$ cat config.mk
export PLATFORM = sky130hd
export DESIGN_NAME = apb2axi_rd_drain_arb
export DESIGN_NICKNAME = d
export VERILOG_FILES = /design/src/rtl/apb2axi_rd_drain_arb.sv
export SDC_FILE = /design/constraint.sdc
export NUM_CORES = 1
export LEC_CHECK = 0
export ABC_CLOCK_PERIOD_IN_PS = 3700
export BUFFER_PORTS_ARGS = -buffer_cell sky130_fd_sc_hd__buf_2
export CORE_AREA = 8 8 123 125
export CTS_BUF_LIST = sky130_fd_sc_hd__clkbuf_8
export CTS_CLUSTER_SIZE = 24
export DETAILED_ROUTE_END_ITERATION = 10
export DIE_AREA = 0 0 131 133
export PLACE_DENSITY = 0.72
export SLEW_MARGIN = 20
export SYNTH_ARGS = -nofsm -noshare
export SYNTH_HDL_FRONTEND = slang
export SYNTH_SLANG_ARGS = --single-unit
$ cat constraint.sdc
create_clock -name pclk -period 3.7 [get_ports pclk]
set_input_delay 0.555 -clock pclk [delete_from_list [all_inputs] [get_ports pclk]]
set_output_delay 0.555 -clock pclk [all_outputs]
set_load 0.03 [all_outputs]
$ cat src/rtl/apb2axi_rd_drain_arb.sv
`default_nettype none
// ============================================================================
// Module   : apb2axi_rd_drain_arb
// Purpose  : Round-robin, burst-locked merge of per-TAG read-data streams into
//            one registered output channel, with a burst-completion pulse.
// Options  : APB2AXI_DRAIN_WDOG_EN adds a stall watchdog that force-closes a
//            burst whose source stays silent for WDOG_CYC cycles.
// Revision : 1.0 - initial release
// ============================================================================
module apb2axi_rd_drain_arb #(
   parameter int TAG_NUM    = 8,
   parameter int APB_DATA_W = 32,
   parameter int WDOG_CYC   = 256
) (
   input  logic                          pclk,
   input  logic                          preset,
   input  logic [TAG_NUM-1:0]            tag_en,
   input  logic [TAG_NUM-1:0]            in_vld,
   input  logic [TAG_NUM*APB_DATA_W-1:0] in_data,
   input  logic [TAG_NUM-1:0]            in_last,
   output logic [TAG_NUM-1:0]            in_rdy,
   output logic                          out_vld,
   output logic [APB_DATA_W-1:0]         out_data,
   output logic                          out_last,
   output logic [$clog2(TAG_NUM)-1:0]    out_tag,
   input  logic                          out_rdy,
   output logic                          done_vld,
   output logic [$clog2(TAG_NUM)-1:0]    done_tag,
   output logic                          done_err
);

   localparam int         c_TW   = $clog2(TAG_NUM);
   localparam logic [0:0] c_IDLE = 1'b0;
   localparam logic [0:0] c_LOCK = 1'b1;

   logic [0:0]            state_q, state_d;
   logic [c_TW-1:0]       grant_tag_q, grant_tag_d;
   logic [c_TW-1:0]       rr_ptr_q, rr_ptr_d;
   logic                  out_vld_q, out_vld_d;
   logic                  out_last_q, out_last_d;
   logic [APB_DATA_W-1:0] out_data_q, out_data_d;
   logic [c_TW-1:0]       out_tag_q, out_tag_d;
   logic                  done_vld_q, done_vld_d;
   logic [c_TW-1:0]       done_tag_q, done_tag_d;
   logic                  done_err_q, done_err_d;

   logic                  w_lock;
   logic                  w_room;
   logic [TAG_NUM-1:0]    w_req;
   logic                  w_pick_vld;
   logic [c_TW-1:0]       w_pick_tag;
   logic [c_TW-1:0]       w_idx;
   logic                  w_sel_vld;
   logic                  w_sel_last;
   logic [APB_DATA_W-1:0] w_sel_data;
   logic                  w_xfer;
   logic                  w_burst_end;
   logic                  w_drain_last;
   logic                  w_wdog_fire;

   assign w_lock       = (state_q == c_LOCK);
   assign w_room       = !out_vld_q || out_rdy;
   assign w_req        = tag_en & in_vld;
   assign w_xfer       = w_lock && w_room && w_sel_vld;
   assign w_burst_end  = w_xfer && w_sel_last;
   assign w_drain_last = out_vld_q && out_rdy && out_last_q;

   // Offsets are walked from the top down so the smallest offset above
   // rr_ptr is the one left standing.
   always_comb begin
      w_pick_vld = 1'b0;
      w_pick_tag = '0;
      w_idx      = '0;
      for (int k = TAG_NUM - 1; k >= 0; k--) begin
         w_idx = rr_ptr_q + c_TW'(k);
         if (w_req[w_idx]) begin
            w_pick_vld = 1'b1;
            w_pick_tag = w_idx;
         end
      end
   end

   always_comb begin
      w_sel_vld  = 1'b0;
      w_sel_last = 1'b0;
      w_sel_data = '0;
      for (int k = 0; k < TAG_NUM; k++) begin
         if (grant_tag_q == c_TW'(k)) begin
            w_sel_vld  = in_vld[k];
            w_sel_last = in_last[k];
            w_sel_data = in_data[k*APB_DATA_W +: APB_DATA_W];
         end
      end
   end

   always_comb begin
      in_rdy = '0;
      if (w_lock) begin
         in_rdy[grant_tag_q] = w_room;
      end
   end

`ifdef APB2AXI_DRAIN_WDOG_EN
   localparam int c_CW = $clog2(WDOG_CYC + 1);

   logic [c_CW-1:0] wdog_cnt_q, wdog_cnt_d;

   // A real completion leaving the output register owns the done slot; the
   // timeout then fires on the following stalled cycle.
   assign w_wdog_fire = w_lock && !w_sel_vld && !w_drain_last &&
                        (wdog_cnt_q >= c_CW'(WDOG_CYC - 1));

   always_comb begin
      wdog_cnt_d = wdog_cnt_q;
      if (!w_lock || w_xfer || w_wdog_fire) begin
         wdog_cnt_d = '0;
      end else if (!w_sel_vld) begin
         wdog_cnt_d = wdog_cnt_q + c_CW'(1);
      end
   end

   always_ff @(posedge pclk or posedge preset) begin
      if (preset) begin
         wdog_cnt_q <= '0;
      end else begin
         wdog_cnt_q <= wdog_cnt_d;
      end
   end
`else
   logic unused_wdog_cyc;

   assign w_wdog_fire     = 1'b0;
   assign unused_wdog_cyc = ^WDOG_CYC;
`endif

   always_comb begin
      state_d     = state_q;
      grant_tag_d = grant_tag_q;
      rr_ptr_d    = rr_ptr_q;
      case (state_q)
         c_IDLE: begin
            if (w_pick_vld) begin
               grant_tag_d = w_pick_tag;
               state_d     = c_LOCK;
            end
         end
         c_LOCK: begin
            if (w_burst_end || w_wdog_fire) begin
               state_d  = c_IDLE;
               rr_ptr_d = grant_tag_q + c_TW'(1);
            end
         end
         default: state_d = c_IDLE;
      endcase
   end

   always_comb begin
      out_vld_d  = out_vld_q;
      out_last_d = out_last_q;
      out_data_d = out_data_q;
      out_tag_d  = out_tag_q;
      if (w_xfer) begin
         out_vld_d  = 1'b1;
         out_last_d = w_sel_last;
         out_data_d = w_sel_data;
         out_tag_d  = grant_tag_q;
      end else if (out_rdy) begin
         out_vld_d = 1'b0;
      end
      done_vld_d = w_drain_last || w_wdog_fire;
      done_err_d = w_wdog_fire;
      done_tag_d = done_tag_q;
      if (w_drain_last) begin
         done_tag_d = out_tag_q;
      end else if (w_wdog_fire) begin
         done_tag_d = grant_tag_q;
      end
   end

   always_ff @(posedge pclk or posedge preset) begin
      if (preset) begin
         state_q     <= c_IDLE;
         grant_tag_q <= '0;
         rr_ptr_q    <= '0;
         out_vld_q   <= 1'b0;
         out_last_q  <= 1'b0;
         out_data_q  <= '0;
         out_tag_q   <= '0;
         done_vld_q  <= 1'b0;
         done_tag_q  <= '0;
         done_err_q  <= 1'b0;
      end else begin
         state_q     <= state_d;
         grant_tag_q <= grant_tag_d;
         rr_ptr_q    <= rr_ptr_d;
         out_vld_q   <= out_vld_d;
         out_last_q  <= out_last_d;
         out_data_q  <= out_data_d;
         out_tag_q   <= out_tag_d;
         done_vld_q  <= done_vld_d;
         done_tag_q  <= done_tag_d;
         done_err_q  <= done_err_d;
      end
   end

   assign out_vld  = out_vld_q;
   assign out_last = out_last_q;
   assign out_data = out_data_q;
   assign out_tag  = out_tag_q;
   assign done_vld = done_vld_q;
   assign done_tag = done_tag_q;
   assign done_err = done_err_q;

endmodule
`default_nettype wire

==> impl_metrics.env, run 1 <==
export IMPL_status="completed"
export IMPL_synth_top_area_share_pct=24.0
export IMPL_grt_pass1_vias=6228
export IMPL_rsz0062_at_grt="false"
export IMPL_port_buffer_count=331
export IMPL_grt_max_degree=71
export IMPL_hold_violations=0
export IMPL_syn_area_mm2=0.00500
export IMPL_ant_nets=0
export IMPL_crit_path_end_kind="flip-flop"
export IMPL_cts_hold_buffers=0
export IMPL_power_density_mw_per_mm2=886
export IMPL_ir_worst_vdd_uv=435
export IMPL_drv_cap=0
export IMPL_wl_met1_um=9700
export IMPL_coreArea_mm2=0.0131
export IMPL_ys_warn_count=0
export IMPL_final_common_cell="buf_2"
export IMPL_cts_resized=0
export IMPL_finalClockSkew_ns=0.00650
export IMPL_p_leak_nw=3.21
export IMPL_dr_pass1_iters=5
export IMPL_arrival_ns=3.21
export IMPL_via_per_inst=5.80
export IMPL_antenna_found_initial=4
export IMPL_met3_length_um=2710
export IMPL_period_share_pct=81.4
export IMPL_vias=6581
export IMPL_crit_fanout=13
export IMPL_start_util_pct=38.2
export IMPL_grt_pass1_wl_um=36400
export IMPL_areaGrowthSynthToFinish_pct=37.8
export IMPL_io_pins=333
export IMPL_synth_area_leaders="dfrtp_1 (24%), nand2_1 (7.4%), a21oi_1 (7.4%)"
export IMPL_totalWireLength_um=24800
export IMPL_tightestPinTransition_ns=0.852
export IMPL_ys_seq_area_share_pct=24.0
export IMPL_track_usage_pct=27.0
export IMPL_drc=0
export IMPL_cts_setup_buffers=0
export IMPL_synth_top_cell_by_area="dfrtp_1"
export IMPL_gp_congestion=0.976
export IMPL_drtIter0Drc=639
export IMPL_crit_required_ns=3.89
export IMPL_die_w_um=131
export IMPL_fin_nets=1246
export IMPL_ys_types=57
export IMPL_final_cell_mix="buf_2 (331), nand2_1 (98), nor2_1 (82)"
export IMPL_fp_row_count=42
export IMPL_cts_root_buf="clkbuf_8"
export IMPL_cp_cell_sequence="inv_1 > ha_1 > nor2b_2 > buf_4 > a221oi_1 > o31ai_1 > o211ai_1 > a311o_1 > a21oi_4 > mux2_1"
export IMPL_min_delay_path_class="in -> async"
export IMPL_path_clk_slew_ns=0.10
export IMPL_yosys_register_bits=48
export IMPL_drv_slew=0
export IMPL_cp_slowest_stage_delay_ns=0.47
export IMPL_die_area_mm2=0.0174
export IMPL_async_reset_ff_share_pct=100
export IMPL_numCtsBuffers=5
export IMPL_cts_htree_levels=2
export IMPL_timing_fmax_ghz=0.332
export IMPL_die_h_um=133
export IMPL_setup_tns_ns=0
export IMPL_synthFlopType="dfrtp_1"
export IMPL_clk_path_buf_depth=2
export IMPL_cts_tree="built"
export IMPL_finalCriticalPeriod_ns=3.01
export IMPL_p_total_mw=6.10
export IMPL_wl_met2_um=11800
export IMPL_setup_viol=0
export IMPL_syn_inst=668
export IMPL_syn_nets=959
export IMPL_top_layer_used="met5"
export IMPL_clkLatencyLatePin_ns=0.30
export IMPL_start_kind="flip-flop"
export IMPL_gr_total_overflow=0
export IMPL_syn_area_per_cell_um2=7.48
export IMPL_cts_sinks=48
export IMPL_dp_hpwl_um=20100
export IMPL_synth_edf_count=0
export IMPL_slew_headroom_pct=43.2
export IMPL_path_class="reg -> reg"
export IMPL_drive_gt1_share_pct=41.0
export IMPL_wire_per_inst_um=21.9
export IMPL_crit_path_top_delay_cell="dfrtp_1"
-- per-layer routing --
layer | track usage, % | vias up
met5 | 0 | -
met3 | 7.67 | 44
met4 | 6.89 | 4
li1 | - | 3125
met2 | 44.0 | 400
met1 | 33.8 | 3008
-- cells in the mapped netlist, types with 2 or more instances --
cell type / count
nand2_1: 99
nor2_1: 82
a21oi_1: 74
clkbuf_1: 54
dfrtp_1: 48
o21ai_0: 42
o211ai_1: 36
o31ai_1: 34
a221oi_1: 33
a311oi_1: 32
and2_1: 14
mux4_2: 13
ha_1: 8
nand3_1: 8
buf_2: 7
inv_1: 7
a211oi_1: 5
buf_4: 4
mux2i_1: 4
o311ai_0: 4
buf_1: 3
mux2_2: 3
mux2i_2: 3
nand4_1: 3
nor2b_1: 3
nor3_1: 3
o21ai_1: 3
a2111oi_0: 2
a21o_1: 2
a22oi_1: 2
inv_2: 2
nand2b_1: 2
nand4b_1: 2
o21a_1: 2
or3_1: 2
xnor2_1: 2
-- power breakdown --
part	internal (mW)	switching, mW
clock	0.221	0.186
sequential	0.774	0.221
combinational	1.82	2.87
total	2.82	3.28
-- flip-flops by register name, indices dropped and copies added, names as in the netlist --
register	count
rr_ptr_q	3
out_tag	3
state_q	1
out_data	32
out_vld	1
done_vld	1
done_tag	3
grant_tag_q	3
out_last	1
-- cells by family (layout without fill, tap and decap cells) --
logic type | count (synthesis) | count (layout) | synth area share [%]
simple gates | 223 | 223 | 19.0
compound gates | 282 | 282 | 39.1
fa+ha+maj | 8 | 8 | 2.00
xor+xnor | 2 | 2 | 0.350
flops | 48 | 48 | 24.0
buf+inv | 79 | 367 | 6.61
mux | 25 | 25 | 8.83
other cells | 1 | 3 | 0.0750
-- final cells by class --
| class | instances | area (um^2) |
|---|---|---|
| fill | 1333 | 6200 |
| multi-input combinational | 541 | 3500 |
| timing repair buffer | 349 | 1800 |
| sequential | 48 | 1200 |
| tap | 176 | 220 |
| clock buffer | 6 | 82.6 |
| inverter | 10 | 41.3 |
| clock inverter | 2 | 38.8 |
| antenna | 2 | 5.00 |
-- metrics by stage --
step	setup WS, ns	cell area [um^2]	hold WS (ns)	utilization, %	instances
floorplan	0.973	5000	0.521	-	668
global placement	0.818	6760	0.457	51.7	1124
detailed placement	0.742	6760	0.464	51.7	1124
CTS	0.728	6880	0.486	52.6	1132
global route	0.454	6890	0.446	52.6	1134
finish	0.689	6890	0.380	52.6	1134
-- path summary, 6_finish.rpt --
kind,startpoint,to,slack [ns],cells past startpoint
worst max register to register,grant_tag_q[0]$_DFFE_PP0P_,rr_ptr_q[1]$_DFFE_PP0P_,0.69,10
max in group asynchronous,preset,grant_tag_q[2]$_DFFE_PP0P_,2.80,2
min in group pclk,out_data[9]$_DFFE_PP0P_,out_data[9]$_DFFE_PP0P_,0.48,2
worst min register to register,out_data[9]$_DFFE_PP0P_,out_data[9]$_DFFE_PP0P_,0.48,2
worst max-delay path,grant_tag_q[0]$_DFFE_PP0P_,rr_ptr_q[1]$_DFFE_PP0P_,0.69,10
worst min-delay path,preset,done_vld$_DFF_PP0_,0.38,2
-- worst max-delay path: cells and delay by family (launching register included) --
kind | cells | cell delay, ns
AO/OA/AOI/OAI | 5 | 1.21
buffers and inverters | 2 | 0.38
AND/OR/NAND/NOR | 1 | 0.21
multiplexers | 1 | 0.34
flip-flops | 1 | 0.47
adder cells (fa/ha/maj) | 1 | 0.26
Note: power is estimated with default switching activity, not from simulation.
==> run 2: changes to the inputs <==
--- a/config.mk
+++ b/config.mk
@@ -5,14 +5,14 @@
 export SDC_FILE = /design/constraint.sdc
 export NUM_CORES = 1
 export LEC_CHECK = 0
-export ABC_CLOCK_PERIOD_IN_PS = 3700
+export ABC_CLOCK_PERIOD_IN_PS = 2700
 export BUFFER_PORTS_ARGS = -buffer_cell sky130_fd_sc_hd__buf_2
-export CORE_AREA = 8 8 123 125
+export CORE_AREA = 8 8 125 127
 export CTS_BUF_LIST = sky130_fd_sc_hd__clkbuf_8
 export CTS_CLUSTER_SIZE = 24
 export DETAILED_ROUTE_END_ITERATION = 10
-export DIE_AREA = 0 0 131 133
-export PLACE_DENSITY = 0.72
+export DIE_AREA = 0 0 133 135
+export PLACE_DENSITY = 0.73
 export SLEW_MARGIN = 20
 export SYNTH_ARGS = -nofsm -noshare
 export SYNTH_HDL_FRONTEND = slang
==> constraint.sdc (replaced) <==
create_clock -name pclk -period 2.7 [get_ports pclk]
set_input_delay 0.405 -clock pclk [delete_from_list [all_inputs] [get_ports pclk]]
set_output_delay 0.405 -clock pclk [all_outputs]
set_load 0.03 [all_outputs]
==> run 2 against run 1 <==
  * Non-clock buffer count is 19 higher
  * First-iteration DRC count shrank 1.9%
  * Die area rose by 3.1%
  * Combinational power increased by 51%
  * Power up 45%
  * Critical endpoint is now out_data[18]$_DFFE_PP0P_
  * Largest cell class unchanged
==> impl_metrics.env, run 2 (synthesis gave the netlist of run 1 again) <==
export IMPL_tightestPinTransition_ns=0.517
export IMPL_wire_per_inst_um=22.7
export IMPL_hold_ws_ns=0.0930
export IMPL_final_cell_mix="buf_2 (331), nand2_1 (98), nor2_1 (82)"
export IMPL_crit_buf_inv=2
export IMPL_drv_slew=0
export IMPL_cp_slowest_stage_delay_ns=0.44
export IMPL_slew_headroom_pct=65.1
export IMPL_finalClockSkew_ns=0.00958
export IMPL_period_share_pct=95.8
export IMPL_areaGrowthSynthToFinish_pct=43.3
export IMPL_crit_path_top_delay_cell="dfrtp_1"
export IMPL_drv_cap=0
export IMPL_dr_pass1_iters=5
export IMPL_ir_worst_vdd_uv=564
export IMPL_vias=6766
export IMPL_cts_sinks=48
export IMPL_die_w_um=133
export IMPL_path_clk_slew_ns=0.10
export IMPL_drive_gt1_share_pct=42.9
export IMPL_gp_congestion=1.05
export IMPL_crit_required_ns=2.93
export IMPL_grt_max_degree=65
export IMPL_start_kind="flip-flop"
export IMPL_setup_viol=0
export IMPL_power_density_mw_per_mm2=1230
export IMPL_start_util_pct=36.7
export IMPL_crit_family="compound AO/OA/AOI/OAI gates"
export IMPL_cts_root_buf="clkbuf_8"
export IMPL_via_per_inst=5.84
export IMPL_fin_nets=1265
export IMPL_clkLatencyLatePin_ns=0.31
export IMPL_cts_htree_levels=2
export IMPL_path_class="reg -> reg"
export IMPL_clk_path_buf_depth=2
export IMPL_status="completed"
export IMPL_min_delay_path_class="in -> async"
export IMPL_fin_area_mm2=0.00716
export IMPL_dp_hpwl_um=21600
export IMPL_fillers=1349
export IMPL_grt_pass1_vias=6495
export IMPL_ant_nets=0
export IMPL_cts_tree="built"
export IMPL_track_usage_pct=27.6
export IMPL_timing_fmax_ghz=0.386
export IMPL_drtIter0Drc=627
export IMPL_largest_reg_flops=32
export IMPL_placed_area_mm2=0.00702
export IMPL_cp_cell_sequence="inv_1 > ha_2 > nor3b_4 > buf_12 > a221oi_1 > o31ai_1 > o211ai_1 > a311oi_1 > a21oi_1 > o21ai_0"
export IMPL_final_common_cell="buf_2"
export IMPL_die_h_um=135
export IMPL_numCtsBuffers=5
export IMPL_crit_path_end_kind="flip-flop"
export IMPL_port_buffer_count=331
export IMPL_drc=0
export IMPL_crit_fanout=32
export IMPL_io_pins=333
export IMPL_gr_total_overflow=0
export IMPL_fp_row_count=43
export IMPL_arrival_ns=2.82
export IMPL_finalCriticalPeriod_ns=2.59
export IMPL_setup_tns_ns=0
export IMPL_rsz0062_at_grt="false"
export IMPL_grt_pass1_wl_um=38800
export IMPL_p_leak_nw=3.33
export IMPL_totalWireLength_um=26300
export IMPL_hold_violations=0
export IMPL_antenna_found_initial=8
export IMPL_coreArea_mm2=0.0136
export IMPL_die_area_mm2=0.0180
run 2: what timing repair did:
action,in CTS,in global routing
buffers inserted,0,0
setup endpoints to repair,0,30
hold buffers,0,0
resized for setup,0,10
run 2: worst register-to-register path: stages (launching register included):
cell and delay (ns):
dfrtp_1 0.44, inv_1 0.15, ha_2 0.26, nor3b_4 0.26, buf_12 0.23, a221oi_1 0.15, o31ai_1 0.30, o211ai_1 0.16
a311oi_1 0.28, a21oi_1 0.12, o21ai_0 0.17
run 2: layer usage:
| metal | vias up | global-route usage [%] | routed length (um) |
|---|---|---|---|
| met5 | - | 0 | 33 |
| met4 | 6 | 8.08 | 642 |
| met3 | 55 | 7.73 | 2920 |
| met2 | 445 | 45.1 | 12600 |
| met1 | 3102 | 34.6 | 10100 |
| li1 | 3158 | - | - |
run 2: path summary, 6_finish.rpt:
check                                           start                       end  slack (ns)  cells after the start
max                        grant_tag_q[1]$_DFFE_PP0P_  out_data[18]$_DFFE_PP0P_        0.11                     10
min                                            preset  out_data[23]$_DFFE_PP0P_        0.09                      2
max reg2reg                grant_tag_q[1]$_DFFE_PP0P_  out_data[18]$_DFFE_PP0P_        0.11                     10
min reg2reg                  out_data[19]$_DFFE_PP0P_  out_data[19]$_DFFE_PP0P_        0.48                      2
max in group asynchronous                      preset  out_data[10]$_DFFE_PP0P_        1.87                      3
min in group pclk                        in_data[224]   out_data[0]$_DFFE_PP0P_        0.37                      3
run 2: final cells by class:
type	instances	area, um^2	area share, %
Multi-Input combinational cell	541	3550	49.6
Timing Repair Buffer	368	2040	28.5
Sequential cell	48	1200	16.8
Tap cell	180	225	3.14
Clock buffer	6	82.6	1.15
Inverter	10	40.0	0.559
Clock inverter	2	11.3	0.157
Antenna cell	4	10.0	0.140
run 2: report_power, final:
| part | switching, mW | leakage, nW | internal, mW | total [mW] |
|---|---|---|---|---|
| registers | 0.223 | 0.602 | 1.06 | 1.29 |
| logic | 4.22 | 2.68 | 2.87 | 7.10 |
| clock network | 0.253 | 0.0486 | 0.205 | 0.458 |
run 2: stage by stage:
step | std cells | utilization, % | setup WS, ns | total power, mW
global placement | 1147 | 51.5 | 0.181 | 8.22
detailed placement | 1147 | 51.5 | 0.134 | 8.25
global route | 1159 | 52.6 | 0.00218 | 9.58
finish | 1159 | 52.6 | 0.112 | 8.84
CTS | 1155 | 52.2 | 0.113 | 8.73
floorplan | 668 | - | 0.0656 | 6.04
